File: src/rtl/ifq_line_buffer.sv
`timescale 1ns/1ps
`default_nettype none
// ============================================================================
// Module      : ifq_line_buffer
// Description : Circular queue of fetched I-cache lines that presents one
//               instruction per cycle to decode. Optional same-cycle bypass of
//               an empty-queue push is enabled with macro IFQ_BYPASS_EN.
// Revision    : 1.0 - initial release
// ============================================================================
module ifq_line_buffer #(
    parameter int DEPTH   = 4,
    parameter int PC_W    = 32,
    parameter int INSTR_W = 32
) (
    input  logic                     clk,
    input  logic                     rst,
    input  logic                     flush,
    input  logic                     line_valid,
    input  logic [4*INSTR_W-1:0]     line_data,
    input  logic [PC_W-1:0]          line_pc,
    output logic                     line_ready,
    output logic                     instr_valid,
    output logic [INSTR_W-1:0]       instr_out,
    output logic [PC_W-1:0]          pc_out,
    input  logic                     instr_read,
    output logic [$clog2(DEPTH):0]   count
);

    localparam int                 c_ptr_w   = $clog2(DEPTH);
    localparam int                 c_cnt_w   = c_ptr_w + 1;
    localparam logic [c_cnt_w-1:0] c_full    = c_cnt_w'(DEPTH);
    localparam logic [c_cnt_w-1:0] c_cnt_one = c_cnt_w'(1);
    localparam logic [c_ptr_w-1:0] c_ptr_one = c_ptr_w'(1);

    // Entry storage: line payload, upper PC bits and start-word offset
    logic [4*INSTR_W-1:0] r_data  [DEPTH];
    logic [PC_W-5:0]      r_pc_hi [DEPTH];
    logic [1:0]           r_start [DEPTH];

    logic [c_ptr_w-1:0]   r_wr_ptr;
    logic [c_ptr_w-1:0]   r_rd_ptr;
    logic [c_cnt_w-1:0]   r_count;
    logic [1:0]           r_off;

    logic                 w_empty;
    logic                 w_full;
    logic                 w_push;
    logic                 w_byp;
    logic                 w_byp_read;
    logic                 w_byp_consume;
    logic                 w_store;
    logic                 w_adv;
    logic                 w_pop;
    logic                 w_new_head;
    logic [1:0]           w_off_load;
    logic [c_ptr_w-1:0]   w_rd_next;
    logic [INSTR_W-1:0]   w_head_words [4];
    logic [INSTR_W-1:0]   w_line_words [4];

    for (genvar k = 0; k < 4; k++) begin : g_words
        assign w_head_words[k] = r_data[r_rd_ptr][k*INSTR_W +: INSTR_W];
        assign w_line_words[k] = line_data[k*INSTR_W +: INSTR_W];
    end

    assign w_empty = (r_count == '0);
    assign w_full  = (r_count == c_full);
    assign w_push  = line_valid & ~w_full & ~flush;

`ifdef IFQ_BYPASS_EN
    assign w_byp   = w_empty & w_push;
`else
    assign w_byp   = 1'b0;
    logic  w_unused_pc_lo;
    assign w_unused_pc_lo = &{1'b0, line_pc[1:0]};
`endif

    assign w_byp_read    = w_byp & instr_read;
    // A bypassed line whose only useful word is consumed never enters storage
    assign w_byp_consume = w_byp_read & (line_pc[3:2] == 2'd3);
    assign w_store       = w_push & ~w_byp_consume;

    assign w_adv     = instr_read & ~w_empty & ~flush;
    assign w_pop     = w_adv & (r_off == 2'd3);
    assign w_rd_next = r_rd_ptr + c_ptr_one;

    // Pushed line becomes head when the queue is, or is about to become, empty
    assign w_new_head = w_store & (w_empty | (w_pop & (r_count == c_cnt_one)));
    assign w_off_load = w_byp_read ? (line_pc[3:2] + 2'd1) : line_pc[3:2];

    assign line_ready  = ~w_full;
    assign instr_valid = ~w_empty | w_byp;
    assign count       = r_count;

    always_comb begin
        instr_out = '0;
        pc_out    = '0;
        if (w_byp) begin
            instr_out = w_line_words[line_pc[3:2]];
            pc_out    = line_pc;
        end else if (!w_empty) begin
            instr_out = w_head_words[r_off];
            pc_out    = {r_pc_hi[r_rd_ptr], r_off, 2'b00};
        end
    end

    always_ff @(posedge clk or posedge rst) begin
        if (rst) begin
            r_wr_ptr <= '0;
            r_rd_ptr <= '0;
            r_count  <= '0;
            r_off    <= '0;
        end else if (flush) begin
            r_wr_ptr <= '0;
            r_rd_ptr <= '0;
            r_count  <= '0;
            r_off    <= '0;
        end else begin
            if (w_store) begin
                r_wr_ptr <= r_wr_ptr + c_ptr_one;
            end
            if (w_pop) begin
                r_rd_ptr <= w_rd_next;
            end

            if (w_new_head) begin
                r_off <= w_off_load;
            end else if (w_pop) begin
                r_off <= r_start[w_rd_next];
            end else if (w_adv) begin
                r_off <= r_off + 2'd1;
            end

            case ({w_store, w_pop})
                2'b10:   r_count <= r_count + c_cnt_one;
                2'b01:   r_count <= r_count - c_cnt_one;
                default: r_count <= r_count;
            endcase
        end
    end

    always_ff @(posedge clk) begin
        if (w_store) begin
            r_data[r_wr_ptr]  <= line_data;
            r_pc_hi[r_wr_ptr] <= line_pc[PC_W-1:4];
            r_start[r_wr_ptr] <= line_pc[3:2];
        end
    end

endmodule
`default_nettype wire
File: config.mk
export PLATFORM = sky130hd
export DESIGN_NAME = ifq_line_buffer
export DESIGN_NICKNAME = d
export VERILOG_FILES = /design/src/rtl/ifq_line_buffer.sv
export SDC_FILE = /design/constraint.sdc
export NUM_CORES = 1
export LEC_CHECK = 0
export CORE_UTILIZATION = 45
export CTS_CLUSTER_SIZE = 20
export DETAILED_ROUTE_END_ITERATION = 8
export PLACE_DENSITY = 0.69
export SYNTH_ARGS = -nofsm -noshare
export SYNTH_HDL_FRONTEND = slang
export SYNTH_SLANG_ARGS = --single-unit
File: constraint.sdc
create_clock -name clk -period 7.7 [get_ports clk]
set_input_delay 1.54 -clock clk [delete_from_list [all_inputs] [get_ports clk]]
set_output_delay 1.54 -clock clk [all_outputs]
set_load 0.005 [all_outputs]
==> run_results.csv <==
group,metric,value,unit
worst_setup_path,reg2reg_depth,5,
floorplan,design.portCount,234,
timing,setup-tns-final,0,ns
worst_hold_path,hold_start,"r_wr_ptr[1]",
global_route,grt_max_degree,127,
drt,drt_first_pass_iters,5,
final_layout,nFillCells,4065,
clock_tree,cts_tree,"yes",
worst_setup_path,cp-end-kind,"output port",
floorplan,start_util,45.7,%
clock_tree,cts.root.buffer_cell,"clkbuf_16",
worst_setup_path,r2r_slack,4.41,ns
clock_tree,cts_resized,0,
synthesis,syn-cell-area,24700,um2
drt,vias,11663,
place,port_buffers,229,
worst_setup_path,crit_type,"reg2out",
clock_tree,cts_hold_buf,0,
timing,finalCritPeriodShare,76.2,%
synthesis,synth_cells,1095,
place,place_ws,2.37,ns
global_route,grt.met2_usage,31.3,%
drt,wl_per_cell,24.7,um
final_layout,layout.area.seq,19200,um2
synthesis,synth-edff-count,632,
clock_tree,post_cts_buffers,0,
place,gp_congestion,0.747,
timing,holdWs,0.580,ns
worst_hold_path,min_to,"r_wr_ptr[1]",
floorplan,die_x,236,um
clock_tree,cts_buffers,68,
timing,finalHoldViolations,0,
clock_tree,clockBufferDepth,3,
timing,fin_ws,1.83,ns
worst_setup_path,critPathRequiredTime,6.16,ns
place,dp_cells,1976,
global_route,globalRoute.totalOverflow,0,
drt,postRouteAntennaNets,0,
synthesis,yosys.cell_types.count,44,
worst_setup_path,critPathArrivalTime,4.33,ns
final_layout,fin_nets,1524,
final_layout,final_cell_mix,"edfxtp_1, clkdlybuf4s50_1, mux4_2",
drt,via_per_inst,5.56,
synthesis,seq_area_frac_synth,77.8,%
global_route,grt_use_met1,24.2,%
pwr,p_leak,0.00933,uW
floorplan,dieHeight,236,um
status,outcome,"completed",
timing,fin_worst_skew,0.0171,ns
worst_setup_path,cp-start-kind,"flip-flop",
final_layout,final_cell_count_no_fill,2098,
global_route,antenna_found_initial,11,
timing,setup_viol,0,
timing,maxSlewViolCount,0,
floorplan,dieArea,55800,um2
global_route,grt_pass1_vias,12440,
worst_hold_path,hold_path.class,"reg2reg",
synthesis,ys_seq_elements,641,
synthesis,async_flop_share,1.40,%
global_route,grt_pass1_wl,77300,um
worst_setup_path,crit_start,"count[1]",
clock_tree,clk_pin_slew,0.06,ns
timing,rsz0062_at_grt,"false",
timing,min_period,5.87,ns
floorplan,coreArea,54000,um2
timing,relSlewSlack,23.4,%
drt,drtIter0Drc,751,
synthesis,ys.flop_type,"edfxtp_1",
timing,max_freq,170,MHz
run,drv_cap,0,
final_layout,layout-drive-gt1-share,17.4,%
clock_tree,cts_sinks,641,
drt,finalWirelength,51900,um
synthesis,syn_area_per_cell,22.5,um2
worst_setup_path,reg2reg_to,"r_data[0][108]",
global_route,grt-busiest-layer,"met2",
pwr,peakVddDrop,0.172,mV
final_layout,syn2layout_area_growth,20.2,%
global_route,gr-usage-all-layers,18.8,%
worst_hold_path,min_path_cells,2,
synthesis,yosysWarnings,0,
final_layout,utilization,54.9,%
floorplan,num_rows,85,
worst_setup_path,r2r_start,"count[0]",
clock_tree,clock_latency,0.59,ns
worst_setup_path,crit_fanout,43,
clock_tree,htreeDepth,3,
place,dp_hpwl,29900,um
global_route,use_met3,5.57,%
timing,tightest_slew,1.15,ns
final_layout,multi_input_area,5080,um2
pwr,p_per_area,255,nW/um2
final_layout,final_common_cell,"edfxtp_1",
drt,drc_errors,0,
## synthesized netlist by cell type, drive strengths merged (3+ instances only)
cell type | count | area, um2
edfxtp | 632 | 19000
mux4 | 145 | 3320
mux2i | 46 | 460
buf | 44 | 333
nor2 | 40 | 158
and2 | 30 | 190
a221o | 19 | 190
clkbuf | 15 | 56.3
o22ai | 14 | 87.6
a22o | 13 | 114
nand2 | 13 | 48.8
nor4 | 13 | 81.3
inv | 10 | 37.5
dfrtp | 9 | 225
ha | 9 | 113
a21oi | 6 | 30.0
and3 | 6 | 37.5
nand2b | 4 | 25.0
a21boi | 3 | 22.5
nor2b | 3 | 18.8
xnor2 | 3 | 26.3
## power breakdown
group / switching (uW) / internal [uW] / total, uW / leakage, uW
Sequential: 25.3 / 3930 / 3950 / 0.00586
Clock: 1270 / 1690 / 2970 / 0.000975
Combinational: 320 / 320 / 640 / 0.00250
## worst max path at each step
stage | depth (start not counted) | slack (ns) | to
6_report | 9 | 1.83 | instr_out[29]
5_1_grt | 9 | 1.51 | instr_out[30]
4_1_cts | 9 | 1.68 | instr_out[29]
3_5_place_dp | 9 | 2.37 | instr_out[29]
3_3_place_gp | 9 | 2.44 | instr_out[29]
2_1_floorplan | 2 | 1.51 | r_data[0][0]
## per-layer routing
layer  vias up  wire length [um]
met5         -                97
met4        16               897
met3        79              3570
met2       310             26100
met1      6117             21200
li1       5141                 -
## logic make-up after synthesis
logic type,after synthesis,share of synthesized area (%)
muxes,192,15.4
other,1,0.0152
buffers and inverters,69,1.73
AOI/OAI and AO/OA,62,2.03
xor gates and xnor gates,4,0.142
DFF,641,77.8
adders and majority gates,9,0.456
and+or+nand+nor,117,2.48
## through the flow
stage	power (uW)	area [um2]
floorplan	4310	24700
global placement	4660	27700
detailed placement	4680	27700
CTS	7650	29700
global route	7820	29700
finish	7560	29700
## layout make-up
type / instances / area share [%]
inverter: 10 / 0.126
multi-input combinational: 386 / 17.1
antenna: 2 / 0.0169
tap: 696 / 2.93
clock inverter: 27 / 0.514
sequential: 641 / 64.7
clock buffer: 93 / 6.26
timing repair buffer: 243 / 8.29
## flip-flops by register name (all words and copies together) (netlist names)
register  flops
count         3
r_wr_ptr      2
r_data      512
r_rd_ptr      2
r_start       8
r_off         2
r_pc_hi     112
## critical path: stages (launching register included)
cell and delay (ns):
dfrtp_1 0.41, inv_1 0.15, ha_1 0.27, inv_2 0.09
nor2_4 0.42, inv_2 0.45, nand2b_1 0.96, a21oi_1 0.14
a221o_1 0.33, clkdlybuf4s50_1 0.52
Power figures use the tool's default switching activity.
==> edit 1, RTL diff (config.mk and constraints unchanged) <==
The parameter `INSTR_W` goes from 32 to 28.
--- a/src/rtl/ifq_line_buffer.sv
+++ b/src/rtl/ifq_line_buffer.sv
@@ -12,3 +12,3 @@
     parameter int PC_W    = 32,
-    parameter int INSTR_W = 32
+    parameter int INSTR_W = 28
 ) (
Interface: changed (resized instr_out and line_data); port bits go from 234 to 214. The function was not compared with the original's and may differ.
==> edit 1 against the unedited design <==
  * Sequential share of layout area shrank 0.39 points
  * Global-route usage shrank 1.2 points
  * Design area shrank 9.5%
  * Register-to-register slack lost 0.29 ns
  * Non-clock buffer count shrank 19
  * Setup slack gained 0.094 ns
  * Routed wire length shrank 15%
  * Highest routed layer unchanged
  * Power shrank 9.8%
  * Largest cell class unchanged
  * Hold slack gained 0.041 ns
  * Area after synthesis shrank 9.8%
  * Critical endpoint is now instr_out[25]
  * Sequential cell count shrank 64
==> edit 1: results (changes against the unedited design) <==
The flow ran to the end, and the final reports show no timing, DRC or antenna violations. Registers with the most flip-flops: r_data (448), r_pc_hi (112), r_start (8) (was r_data (512), r_pc_hi (112), r_start (8)). The cell class contributing the biggest share of worst-path delay is simple AND/OR/NAND/NOR gates (unchanged). The overall routing resource usage was 17.6% (was 18.8%); the largest driver fanout on the critical path was 42 (was 43).

The final-stage net count was 1377 (was 1524); the worst clock skew was 0.0214 ns (was 0.0171 ns). The run gives 7 (was 11) as the initial antenna violation count. The routing usage on met3 is 4.09% (was 5.57%).

Number of placed instances, taps included: 1823 (was 1976). The arrival time reported for the critical path endpoint was 4.23 ns (was 4.33 ns); the met2 routing resource usage after global routing was 28.6% (was 31.3%). The count of placed standard cells in the final layout, fillers left out was 1930 (was 2098). Number of design-rule violations left by the first detailed-router iteration: 536 (was 751).

Cell area after placement: 25100 µm² (was 27700 µm²). The share of final-layout standard cells stronger than drive strength 1 is 18.5% (was 17.4%), and the largest net degree at the start of global routing is 103 (was 127). Insertion delay to the later sink of the worst-skew pair: 0.60 ns. The tools report the routing usage on met1 as 23.3% (was 24.2%). The number of flops mapped to enable cells by yosys was 568 (was 632). The static leakage power came out at 8.29 nW (was 9.33 nW). The run gives 0.733 (was 0.747) as the routability congestion estimate from global placement. For the headroom to the max-slew limit, the log shows 27.1% (was 23.4%). Top cells by area in the synthesized netlist: sky130_fd_sc_hd__edfxtp_1 77%, sky130_fd_sc_hd__mux4_2 13%, sky130_fd_sc_hd__mux2i_1 2.9% (was sky130_fd_sc_hd__edfxtp_1 77%, sky130_fd_sc_hd__mux4_2 12%, sky130_fd_sc_hd__mux2i_1 1.9%). For the highest ir drop seen on vdd, the log shows 0.169 mV (was 0.172 mV).

Wire length per cell after detailed routing: 22.8 µm (was 24.7 µm). Most instantiated cells after synthesis: 568 x sky130_fd_sc_hd__edfxtp_1, 127 x sky130_fd_sc_hd__mux4_2, 64 x sky130_fd_sc_hd__mux2i_1, 34 x sky130_fd_sc_hd__and2_1, 23 x sky130_fd_sc_hd__o22ai_1 (was 632 x sky130_fd_sc_hd__edfxtp_1, 131 x sky130_fd_sc_hd__mux4_2, 46 x sky130_fd_sc_hd__mux2i_1, 39 x sky130_fd_sc_hd__nor2_1, 29 x sky130_fd_sc_hd__and2_1). Via count normalized by instance count: 5.35 (was 5.56). The tools report the global-route wire length before repair as 65700 µm (was 77300 µm).

The number of CTS-inserted buffers was 58 (was 68). The via count of the first global-routing pass is 10863 (was 12440), and the delay of the slowest critical-path stage is 0.83 ns (was 0.96 ns). The number of buffers added on ports came out at 209 (was 229). The total number of H-tree levels is 2 (was 3), and the yosys synthesis warning count is 0 (unchanged).
[edit 1: changes by cell type after synthesis, moves of 6 or more]
cell,change
sky130_fd_sc_hd__a221o_1,-19
sky130_fd_sc_hd__a22o_1,-7
sky130_fd_sc_hd__a22oi_1,+6
sky130_fd_sc_hd__edfxtp_1,-64
sky130_fd_sc_hd__mux2i_1,+18
sky130_fd_sc_hd__mux4_1,-10
sky130_fd_sc_hd__nor2_1,-29
sky130_fd_sc_hd__nor3_1,+8
sky130_fd_sc_hd__nor4_1,-13
sky130_fd_sc_hd__o22ai_1,+9
[edit 1: metrics by stage]
step	power (mW)	setup slack (ns)
floorplan	3.92	1.62
global placement	4.23	2.54
detailed placement	4.25	2.50
CTS	6.90	1.84
global route	7.05	1.44
finish	6.82	1.93
[edit 1: worst paths after layout]
path                            endpoint  cells past startpoint  slack, ns      from
min                             count[1]                      1       0.62  count[1]
max                        instr_out[25]                      9       1.93  count[1]
min reg2reg                     count[1]                      1       0.62  count[1]
max in group asynchronous    r_rd_ptr[1]                      2       6.15       rst
min in group asynchronous       r_off[0]                      2       1.24       rst
max reg2reg                r_data[0][28]                      6       4.12  count[0]
[edit 1: power by group through the flow]
stage / Combinational [mW] / Clock [mW] / Sequential (mW)
3_3_place_gp: 0.568 / 0 / 3.66
5_1_grt: 0.617 / 2.82 / 3.61
3_5_place_dp: 0.578 / 0 / 3.67
4_1_cts: 0.581 / 2.71 / 3.60
6_report: 0.571 / 2.65 / 3.60
2_1_floorplan: 0.277 / 0 / 3.64
[edit 1: worst register-to-register path: stages, from the launching register on]
cell	delay, ns
sky130_fd_sc_hd__dfrtp_1	0.45
sky130_fd_sc_hd__inv_1	0.09
sky130_fd_sc_hd__ha_1	0.26
sky130_fd_sc_hd__a21boi_1	0.60
sky130_fd_sc_hd__nor2b_1	0.33
sky130_fd_sc_hd__and2_4	0.82
sky130_fd_sc_hd__buf_4	0.64
[edit 1: area by class of cell]
type	count	area, µm²
fillers	3734	22000
clock inverters	32	268
repair buffers	224	2270
inverters	9	33.8
diodes	4	10.0
flip-flops and latches	577	17300
clock buffers	71	1520
well taps	664	831
multi-input cells	349	4650
[edit 1: cell families after synthesis]
kind of cell	share of synthesized area [%]
mux	16.5
xor+xnor	0.236
fa+ha+maj	0.506
simple gates	1.85
flops	77.6
compound gates	1.71
buf+inv	1.60
other cells	0.0168
[edit 1: per-layer routing]
metal  routed length, µm  up-vias
li1                    -     4607
met1               18600     5378
met2               21700      257
met3                2520       78
met4                1190        6
met5                  39        -
==> edit 2, RTL diff (same flow settings) <==
Made on the original files. Put one more register stage on the output `count`. The value now appears one clock later. The other outputs are not delayed to match.
--- a/src/rtl/ifq_line_buffer.sv
+++ b/src/rtl/ifq_line_buffer.sv
@@ -91,3 +91,5 @@
     assign instr_valid = ~w_empty | w_byp;
-    assign count       = r_count;
+    always_ff @(posedge clk) begin
+        count <= r_count;
+    end
 
Behaviour: not the same (a bounded check fails within 4 cycles, from zero or initial values and one cycle with rst high).
==> edit 2 against the unedited design <==
  * Sequential cell count up 3
  * Routed wire length down 2.0%
  * Power grew 2.6%
  * Setup slack gained 0.18 ns
  * Non-clock buffer count up 6
  * Design area rose by 1.0%
  * Die area rose by 0.51%
  * Area after synthesis is 0.52% higher
  * Final cell count increased by 2.2%
  * Critical path type unchanged
  * Critical endpoint is now instr_out[27]
  * Largest cell class unchanged
==> edit 2: results (changes against the unedited design) <==
The highest ir drop seen on vdd came out at 0.154 mV (was 0.172 mV). The length in cells of the worst reg-to-reg path works out to 6 (was 5). The count of placed standard cells in the final layout, fillers left out was 2144 (was 2098). Number of design-rule violations left by the first detailed-router iteration: 867 (was 751). The xor-xnor portion of the synthesized cell area was 0.212% (was 0.142%). The largest driver fanout on the critical path was 35 (was 43).

Mean cell area of the mapped netlist: 21.8 µm² (was 22.5 µm²). The initial antenna violation count came out at 13 (was 11). Endpoint of the lowest-slack register-to-register path: r_pc_hi[3][6] (was r_data[0][108]). Static leakage power: 9.36 nW (was 9.33 nW). The endpoint of the most critical setup path was instr_out[27] (was instr_out[29]). For the worst clock skew, the log shows 0.0166 ns (was 0.0171 ns). The via count normalized by instance count works out to 5.53 (was 5.56).

Sequential cell fraction of total power: 51.5% (was 52.3%). The standard cell with the maximum stage delay on the critical path is sky130_fd_sc_hd__nor2_1 (was sky130_fd_sc_hd__nand2b_1). The tools report the via count of the first global-routing pass as 12553 (was 12440). The HPWL reported at the end of detailed placement was 29000 µm (was 29900 µm). The worst slack at placement was 2.57 ns (was 2.37 ns). The source of the worst hold timing path is r_count[0] (was r_wr_ptr[1]). The cell area after placement is 27800 µm² (was 27700 µm²), and the share of total power consumed by net switching is 20.8% (was 21.4%). For the overall routing resource usage, the log shows 18.4% (was 18.8%).

The flow ran to the end, and the final reports show no timing, DRC or antenna violations. The logs give 0.761 (was 0.747) for the routability congestion estimate from global placement and 76400 µm (was 77300 µm) for the global-route wire length before repair. The number of distinct library cells after synthesis is 46 (was 44).

The number of CTS-inserted buffers is 67 (was 68).
edit 2: cell type report:
cell class / instances / area share, %
sequential: 644 / 64.3
multi-input combinational: 422 / 17.2
timing repair buffer: 249 / 8.40
clock buffer: 87 / 6.05
tap: 696 / 2.91
clock inverter: 30 / 1.02
inverter: 10 / 0.134
antenna: 6 / 0.0501
edit 2: worst min-delay path by stage:
| stage | to | cells past startpoint |
|---|---|---|
| 5_1_grt | count[0] | 0 |
| 3_5_place_dp | count[0] | 0 |
| 4_1_cts | count[0] | 0 |
| 2_1_floorplan | count[0] | 0 |
| 6_report | count[0] | 0 |
| 3_3_place_gp | count[0] | 0 |
edit 2: routing by layer:
metal / vias up / GRT usage, % / wire length, µm
met5: - / 0 / 105
met4: 16 / 7.54 / 1330
met3: 96 / 4.62 / 3210
met2: 321 / 28.9 / 24500
met1: 6144 / 24.5 / 21700
li1: 5288 / - / -
